### src/rtl/uart_frame_bit_counter.sv
// Bit-time counter for one UART frame: bit index, last-bit flag and a done pulse.
// Optional completed-frame counter when UART_FRAME_CNT_EN is defined.
module uart_frame_bit_counter #(
  parameter int CNT_W       = 4,
  parameter int FRAME_CNT_W = 16
) (
  input  logic                   clk,
  input  logic                   rst,
  input  logic                   btu,
  input  logic                   doit,
  input  logic [1:0]             data_bits,
  input  logic                   parity_en,
  input  logic                   two_stop,
  output logic [CNT_W-1:0]       bit_idx,
  output logic [CNT_W-1:0]       frame_len,
  output logic                   last_bit,
  output logic                   busy,
  output logic                   done
`ifdef UART_FRAME_CNT_EN
  ,
  output logic [FRAME_CNT_W-1:0] frame_count
`endif
);

  // state    | meaning
  // ST_IDLE  | no frame, bit_idx held at 0, waiting for doit
  // ST_COUNT | frame running, counting btu ticks
  // ST_DONE  | frame complete, bit_idx parked at frame_len until doit drops
  typedef enum logic [1:0] {
    ST_IDLE  = 2'd0,
    ST_COUNT = 2'd1,
    ST_DONE  = 2'd2
  } state_t;

  state_t           state;
  logic [CNT_W-1:0] cfg_len;

  if (CNT_W < 4) begin : g_cnt_w_chk
    $error("CNT_W must be at least 4 to hold a 12-bit frame");
  end
  if (FRAME_CNT_W < 1) begin : g_frame_cnt_w_chk
    $error("FRAME_CNT_W must be at least 1");
  end

  // start + data + optional parity + stop bits, range 7..12
  assign cfg_len = CNT_W'(7) + CNT_W'(data_bits) + CNT_W'(parity_en) + CNT_W'(two_stop);

  assign last_bit = (state == ST_COUNT) && (bit_idx == frame_len - CNT_W'(1));
  assign busy     = (state != ST_IDLE);

  always_ff @(posedge clk or posedge rst) begin
    if (rst) begin
      state       <= ST_IDLE;
      bit_idx     <= '0;
      frame_len   <= '0;
      done        <= 1'b0;
`ifdef UART_FRAME_CNT_EN
      frame_count <= '0;
`endif
    end else begin
      done <= 1'b0;
      case (state)
        ST_IDLE: begin
          bit_idx <= '0;
          if (doit) begin
            frame_len <= cfg_len;
            state     <= ST_COUNT;
          end
        end
        ST_COUNT: begin
          // abort takes priority over a coincident btu
          if (!doit) begin
            state   <= ST_IDLE;
            bit_idx <= '0;
          end else if (btu) begin
            bit_idx <= bit_idx + CNT_W'(1);
            if (last_bit) begin
              done  <= 1'b1;
              state <= ST_DONE;
`ifdef UART_FRAME_CNT_EN
              frame_count <= frame_count + FRAME_CNT_W'(1);
`endif
            end
          end
        end
        ST_DONE: begin
          if (!doit) begin
            state   <= ST_IDLE;
            bit_idx <= '0;
          end
        end
        default: begin
          state   <= ST_IDLE;
          bit_idx <= '0;
        end
      endcase
    end
  end

endmodule
### config.mk
export PLATFORM = sky130hd
export DESIGN_NAME = uart_frame_bit_counter
export DESIGN_NICKNAME = d
export VERILOG_FILES = /design/src/rtl/uart_frame_bit_counter.sv
export SDC_FILE = /design/constraint.sdc
export NUM_CORES = 1
export LEC_CHECK = 0
export ABC_CLOCK_PERIOD_IN_PS = 4400
export CAP_MARGIN = 15
export CORE_AREA = 2 2 41 43
export DETAILED_ROUTE_END_ITERATION = 16
export DIE_AREA = 0 0 43 45
export GPL_TIMING_DRIVEN = 0
export PLACE_DENSITY_LB_ADDON = 0.1
export REMOVE_ABC_BUFFERS = 1
export SLEW_MARGIN = 20
export SYNTH_ARGS = -nofsm -noshare
export SYNTH_HDL_FRONTEND = slang
export SYNTH_SLANG_ARGS = --single-unit
### constraint.sdc
create_clock -name clk -period 4.4 [get_ports clk]
set_clock_uncertainty 0.1 [all_clocks]
set_input_delay 0.44 -clock clk [delete_from_list [all_inputs] [get_ports clk]]
set_output_delay 0.44 -clock clk [all_outputs]
set_load 0.005 [all_outputs]
==> results.cfg, run 1 <==
[run_status]
status = completed

[logic_synthesis]
synth_cell_type_count = 25
ys_ff_latch = 11
syn_area_um2 = 689.4
syn_inst = 71
synth_seq_area_share = 0.3993
ys.warnings.count = 0
syn_area_per_cell_um2 = 9.710

[place]
dp_hpwl_mm = 1.014
io_buffer_count = 18
place_area_um2 = 882.1
place_congestion = 0.7492

[critical_path]
endpoint_kind = output pin
crit_fanout = 4
crit_arrival_ns = 2.06
start_kind = register
cp.required_ns = 3.86
crit_type = reg -> out

[detailed_routing]
antenna_left = 0
drc = 0
m1WireLength_um = 579
dr_wl_met2_um = 646
routed.top_layer = met4
routed_wl_mm = 1.298
routed_via_density = 5.083
drt-initial-drc-count = 2
wl_met3_um = 51
post_drt_wl_per_cell_um = 12.02
drtPass1Iterations = 3
vias = 549

[cts]
htreeDepth = 1
cts_hold_buffers = 0
clock_latency_ns = 0.27
cts_resized = 0
clockBufferDepth = 2
cts_tree = yes
postCtsSetupBuffers = 0
clkSinkCount = 11
cts_made_buffers = 3
clkTransAtPathRegs_ns = 0.07
root_buffer = clkbuf_4

[run]
drv_cap = 0

[global_route]
grt_pass1_wl_mm = 2.373
grt_usage = 0.1698
grt_max_degree = 12
antenna_found_initial = 0
grt_overflow = 0
grt_pass1_vias = 556

[timing]
rsz0062_at_grt = no
setup_viol = 0
slew_viol_final = 0
finalSetupTns_ns = 0
period_share = 0.5905
fmaxAchievable_mhz = 384.9
post-route-min-period_ns = 2.598
maxSlewHeadroom = 0.7117
hold_viol = 0
worst_pin_slew_ns = 0.4320

[layout]
fin_area_um2 = 908.4
area_growth_pct = 31.76
final_core_util = 0.6173
drive_gt1_frac = 0.08696
fillers = 144
n_antenna_cell = 0
nNetsFinal = 107

[worst_hold_path]
hold_path.class = in -> async

[power]
cellPowerDensity_nw_per_um2 = 291.5
p_leak_nw = 0.3974
vdd_drop_max_mv = 0.1349

[die]
fp.dieArea_um2 = 1935
die_y_um = 45
initial_core_util = 0.4685
io_pins = 19
die_x_um = 43
num_rows = 14
core_um2 = 1471
==> routing by layer <==
| layer | up-vias | GRT usage |
|---|---|---|
| met2 | 13 | 0.2909 |
| met1 | 256 | 0.1985 |
| li1 | 276 | - |
| met3 | 4 | 0.04000 |
| met4 | 0 | 0.09091 |
| met5 | - | 0 |
==> path summary, 6_finish.rpt <==
check | slack, ns | cells past startpoint | startpoint | to
worst max-delay path | 1.80 | 7 | frame_len[0] | last_bit
worst min-delay path | 0.36 | 2 | rst | frame_len[2]
worst max register to register | 2.85 | 6 | frame_len[0] | state[0]
worst min register to register | 0.49 | 1 | state[0] | state[1]
max in group asynchronous | 3.54 | 2 | rst | bit_idx[2]
min in group clk | 0.49 | 1 | state[0] | state[1]
==> registers in the layout, indices dropped and copies added (netlist names) <==
register   count
bit_idx        4
frame_len      4
state          2
done           1
==> cell usage in the layout, fill, tap and decap left out <==
cell type / instances
clkdlybuf4s50_1: 18
dfrtp_1: 11
inv_1: 8
xnor2_1: 7
nor2b_1: 6
ha_1: 5
nor2_1: 4
nand2_1: 4
a22oi_1: 4
xor2_1: 3
clkbuf_4: 3
a21oi_1: 2
nor3_1: 2
nand4_1: 2
nor2b_2: 1
and2b_1: 1
nand2_2: 1
nor2_2: 1
o22ai_1: 1
a31oi_1: 1
mux2_2: 1
or2_2: 1
nand3_1: 1
o21a_1: 1
o21ai_0: 1
fa_1: 1
clkbuf_1: 1
==> worst max-delay path, cell delays in order, from the launching register on <==
cell,delay [ns]
dfrtp_1,0.41
inv_1,0.08
ha_1,0.30
xnor2_1,0.14
nor2_2,0.15
nand2_1,0.06
nor3_1,0.13
clkdlybuf4s50_1,0.52
==> layout make-up <==
cell class,instances,area (um^2),area share
Clock buffer,4,26.28,0.02893
Inverter,8,30.03,0.03306
Tap cell,16,20.02,0.02204
Timing Repair Buffer,18,180.2,0.1983
Sequential cell,11,275.3,0.3030
Multi-Input combinational cell,51,376.6,0.4146
==> stage by stage <==
stage | worst slack [ns] | hold slack [ns] | std cells | total power [mW]
global placement | 2.098 | 0.4727 | 104 | 0.1964
floorplan | 2.615 | 0.1924 | 70 | 0.1655
finish | 1.802 | 0.3632 | 108 | 0.2648
global route | 1.611 | 0.4212 | 108 | 0.2831
detailed placement | 2.077 | 0.4825 | 104 | 0.1987
CTS | 1.778 | 0.3792 | 108 | 0.2696
==> synthesized netlist by cell type <==
master / count / area share
dfrtp_1: 11 / 0.40
inv_1: 8 / 0.044
xnor2_1: 7 / 0.089
nor2b_1: 6 / 0.054
ha_1: 5 / 0.091
a22oi_1: 4 / 0.044
nand2_1: 4 / 0.022
nor2_1: 4 / 0.022
xor2_1: 3 / 0.038
a21oi_1: 2 / 0.015
nand4_1: 2 / 0.018
nor3_1: 2 / 0.015
a31oi_1: 1 / 0.0091
and2b_1: 1 / 0.011
buf_4: 1 / 0.011
fa_1: 1 / 0.029
mux2_2: 1 / 0.016
nand2_2: 1 / 0.0091
nand3_1: 1 / 0.0073
nor2_2: 1 / 0.0091
nor2b_2: 1 / 0.013
o21a_1: 1 / 0.011
o21ai_0: 1 / 0.0073
o22ai_1: 1 / 0.0091
or2_2: 1 / 0.0091
==> kinds of logic after synthesis <==
logic type / Yosys count / share of synthesized area
compound gates: 10 / 0.09438
xor+xnor: 10 / 0.1271
fa+ha+maj: 6 / 0.1198
buf+inv: 9 / 0.05445
flops: 11 / 0.3993
mux: 1 / 0.01633
simple gates: 24 / 0.1888
==> power breakdown <==
part	leakage, nW	internal, mW	switching, mW
Combinational	0.244	0.0429	0.0328
Sequential	0.139	0.109	0.0104
Clock	0.0150	0.0351	0.0347
(Power assumes the default switching activity.)
==> run 2: changes to the inputs <==
ABC_CLOCK_PERIOD_IN_PS = 2200   (was 4400)
CORE_AREA = 2 2 45 47   (was 2 2 41 43)
DIE_AREA = 0 0 47 49   (was 0 0 43 45)
clock period = 2.2 ns   (was 4.4 ns; I/O delays follow)
==> results.cfg, run 2 (synthesized netlist as in run 1, its figures left out) <==
[timing]
finalSetupTns_ns = 0
period_share = 0.9344
maxSlewHeadroom = 0.7128
fmaxAchievable_mhz = 486.4
hold_viol = 0
post-route-min-period_ns = 2.056
setup_viol = 0
hold_slack_ns = 0.1482
rsz0062_at_grt = no
worst_pin_slew_ns = 0.4304
slew_viol_final = 0

[global_route]
grt_max_degree = 12
antenna_found_initial = 0
grt_usage = 0.1425
grt_overflow = 0
grt_pass1_vias = 542
grt_pass1_wl_mm = 2.318

[critical_path]
crit_fanout = 4
crit_type = reg -> out
path_delay_family = flip-flops
cpPeakStageDelay_ns = 0.38
start_kind = register
crit_arrival_ns = 1.74
path_cells = inv_1 > ha_1 > xor2_1 > xnor2_1 > nand2_2 > nor3_2 > dlygate4sd2_1
cp.required_ns = 1.88
endpoint_kind = output pin
crit_slowest_cell = dfrtp_1
path_buf_inv = 2

[power]
vdd_drop_max_mv = 0.2881
p_leak_nw = 0.4170
total_power_uw = 549.1
cellPowerDensity_nw_per_um2 = 579.0

[die]
initial_core_util = 0.3743
fp.dieArea_um2 = 2303
num_rows = 16
io_pins = 19
die_x_um = 47
die_y_um = 49
core_um2 = 1842

[run]
drv_cap = 0

[cts]
clkSinkCount = 11
htreeDepth = 1
root_buffer = clkbuf_4
clockBufferDepth = 2
clock_latency_ns = 0.26
cts_hold_buffers = 0
cts_tree = yes
cts_made_buffers = 3
clkTransAtPathRegs_ns = 0.07

[detailed_routing]
vias = 562
drc = 0
routed_via_density = 4.607
drtPass1Iterations = 4
post_drt_wl_per_cell_um = 10.89
routed_wl_mm = 1.328
drt-initial-drc-count = 7
antenna_left = 0

[layout]
fillers = 198
layout_commonest_cell = clkdlybuf4s50_1
n_antenna_cell = 0
area_growth_pct = 37.57
final_core_util = 0.5149
nNetsFinal = 110
register_area_um2 = 275.3
top_regs = bit_idx (4), frame_len (4), state (2)
final_cell_mix = clkdlybuf4s50_1 (17), dfrtp_1 (11), inv_1 (8), xnor2_1 (7), nor2b_1 (6)
drive_gt1_frac = 0.1263
stdcell_count = 122
multi_input_area_um2 = 381.6

[place]
io_buffer_count = 18
placedCellCount = 115
dp_hpwl_mm = 1.003
place_congestion = 0.7171

[run_status]
status = completed

[worst_hold_path]
hold_path.class = in -> async
==> run 2: metrics by stage <==
stage / instance area, um^2 / setup slack [ns]
finish: 948.4 / 0.1443
global route: 948.4 / 0.01245
CTS: 948.4 / 0.1311
detailed placement: 895.9 / 0.05199
global placement: 895.9 / 0.07548
floorplan: 681.9 / 0.6346
==> run 2: per-layer routing <==
layer	vias to the layer above	track usage	wire length, um	part of all wire
met4	0	0.09722	29	0.022
met2	11	0.2146	684	0.52
met1	268	0.1721	575	0.43
li1	281	-	-	-
met5	-	0	0	0
met3	2	0.03333	39	0.029
==> run 2: cell type report <==
type,instances,area share
clock buffer,4,0.02770
timing repair buffer,21,0.2124
sequential,11,0.2902
multi-input combinational,51,0.4024
inverter,8,0.03166
tap,27,0.03562
==> run 2: final timing paths <==
check                        startpoint         end  slack [ns]  cells after the start
max in group asynchronous           rst  bit_idx[3]        1.56                      2
setup reg to reg             bit_idx[0]  bit_idx[1]        0.72                      4
hold / removal                      rst    state[1]        0.15                      2
setup / recovery           frame_len[0]    last_bit        0.14                      7
min in group clk               state[0]    state[1]        0.48                      1
hold reg to reg                state[0]    state[1]        0.48                      1
==> run 2: report_power, final <==
group          internal [mW]  leakage, nW  switching [mW]
sequential             0.218        0.139          0.0151
clock                 0.0701       0.0150          0.0698
combinational          0.100        0.264          0.0765
==> run 2: repair_timing <==
action                                  4_1_cts  5_1_grt
endpoints found under the setup margin        1        0
setup buffers                                 3        0
gates resized for setup                       2        0
==> run 3: changes to the inputs <==
CTS_CLUSTER_SIZE = 20   (was default)
REMOVE_ABC_BUFFERS = default   (was 1)
TNS_END_PERCENT = 1   (was default)
==> results.cfg, run 3 (synthesized netlist as in run 1, its figures left out) <==
[run_status]
status = completed

[power]
p_comb_frac = 0.324
switching_share = 0.2987
p_int_uw = 386.4
vdd_drop_max_mv = 0.4030
cellPowerDensity_nw_per_um2 = 575.6
total_power_uw = 551.0
p_leak_nw = 0.4249
clock_power_share = 0.252
power_switching_uw = 164.6
p_seq_frac = 0.424

[detailed_routing]
post_drt_wl_per_cell_um = 10.56
routed_wl_mm = 1.299
antenna_left = 0
drc = 0
vias = 579
drt-initial-drc-count = 13
drtPass1Iterations = 4
routed_via_density = 4.707

[global_route]
grt_overflow = 0
grt_usage = 0.1347
grt_pass1_vias = 506
grt_pass1_wl_mm = 2.235
antenna_found_initial = 0
grt_max_degree = 12

[die]
num_rows = 16
die_y_um = 49
initial_core_util = 0.3743
io_pins = 19
fp.dieArea_um2 = 2303
die_x_um = 47
core_um2 = 1842

[critical_path]
crit_slowest_cell = dfrtp_1
cp.required_ns = 1.88
crit_fanout = 4
start_kind = register
path_cells = inv_1 > ha_1 > xor2_1 > xnor2_1 > nand2_2 > nor3_2 > dlygate4sd2_1
cpPeakStageDelay_ns = 0.39
path_delay_family = flip-flops
crit_type = reg -> out
crit_arrival_ns = 1.74
endpoint_kind = output pin
path_buf_inv = 2

[layout]
top_regs = bit_idx (4), frame_len (4), state (2)
fillers = 178
area_growth_pct = 38.84
n_antenna_cell = 0
multi_input_area_um2 = 381.6
final_cell_mix = clkdlybuf4s50_1 (17), dfrtp_1 (11), inv_1 (8), xnor2_1 (7), nor2b_1 (6)
register_area_um2 = 275.3
nNetsFinal = 111
drive_gt1_frac = 0.1458
layout_commonest_cell = clkdlybuf4s50_1

[timing]
worst_pin_slew_ns = 0.4419
hold_slack_ns = 0.1419
maxSlewHeadroom = 0.7051
hold_viol = 0
setup_viol = 0
rsz0062_at_grt = no
slew_viol_final = 0
period_share = 0.9351
post-route-min-period_ns = 2.057
finalSetupTns_ns = 0
fmaxAchievable_mhz = 486.1

[cts]
htreeDepth = 1
root_buffer = clkbuf_4
clkTransAtPathRegs_ns = 0.08
clkSinkCount = 11
clockBufferDepth = 2
cts_tree = yes
cts_made_buffers = 3
cts_hold_buffers = 0
clock_latency_ns = 0.27

[place]
place_congestion = 0.7834
io_buffer_count = 18
dp_hpwl_um = 992.4

[worst_hold_path]
hold_path.class = in -> async

[run]
drv_cap = 0

[logic_synthesis]
syn-num-nets = 85
## run 3: cell types whose count changed in the layout (fill, tap and decap cells not counted)
cell | previous run | this run
clkbuf_1 | 1 | 0
buf_4 | 3 | 4
clkinv_2 | 0 | 1
## run 3: worst paths after layout
| kind | from | endpoint | slack [ns] | cells past startpoint |
|---|---|---|---|---|
| worst max-delay path | frame_len[0] | last_bit | 0.14 | 7 |
| worst min-delay path | rst | bit_idx[1] | 0.14 | 2 |
| worst max register to register | frame_len[0] | state[1] | 0.69 | 6 |
| worst min register to register | frame_len[0] | frame_len[0] | 0.50 | 2 |
| max in group asynchronous | rst | bit_idx[2] | 1.55 | 2 |
| min in group clk | frame_len[0] | frame_len[0] | 0.50 | 2 |
## run 3: timing repair
item                                    4_1_cts  5_1_grt
pin swaps                                     0        0
endpoints found under the setup margin        1        1
gates cloned                                  0        0
setup buffers                                 3        0
gates resized for setup                       1        1
## run 3: per-layer routing
metal	wire, um	track usage	part of all wire	up-vias
met1	609	0.1748	0.47	275
met2	610	0.1986	0.47	14
met3	67	0.03704	0.052	2
li1	-	-	-	288
met5	0	0	0	-
met4	12	0.06944	0.0092	0
## run 3: area by class of cell
class                      count  area share
tap                           27     0.03529
buffer                         1    0.007843
timing repair buffer          21      0.2105
clock buffer                   3     0.02353
multi-input combinational     51      0.3987
sequential                    11      0.2876
clock inverter                 1    0.005229
inverter                       8     0.03137
## run 3: power by group through the flow
stage | clock network, mW | registers [mW] | logic (mW)
detailed placement | 0 | 0.242 | 0.156
CTS | 0.145 | 0.234 | 0.180
global placement | 0 | 0.242 | 0.154
finish | 0.139 | 0.234 | 0.179
global route | 0.155 | 0.237 | 0.200
floorplan | 0 | 0.240 | 0.0927
## run 3: stage by stage
step | worst slack (ns) | cells | area, um^2 | util
after global routing | 0.003576 | 123 | 957.2 | 0.5197
after global placement | 0.07702 | 116 | 903.4 | 0.4905
after CTS | 0.1058 | 123 | 952.2 | 0.5170
after detailed placement | 0.08035 | 116 | 903.4 | 0.4905
final | 0.1427 | 123 | 957.2 | 0.5197
after floorplan | 0.6346 | 71 | 689.4 | -
## run 3: worst register-to-register path, stage by stage, from the launching register on
cell and delay, ns:
dfrtp_1 0.36, inv_1 0.06, ha_1 0.30, xnor2_1 0.13, nor2_2 0.16, nand4_1 0.13
o22ai_1 0.19
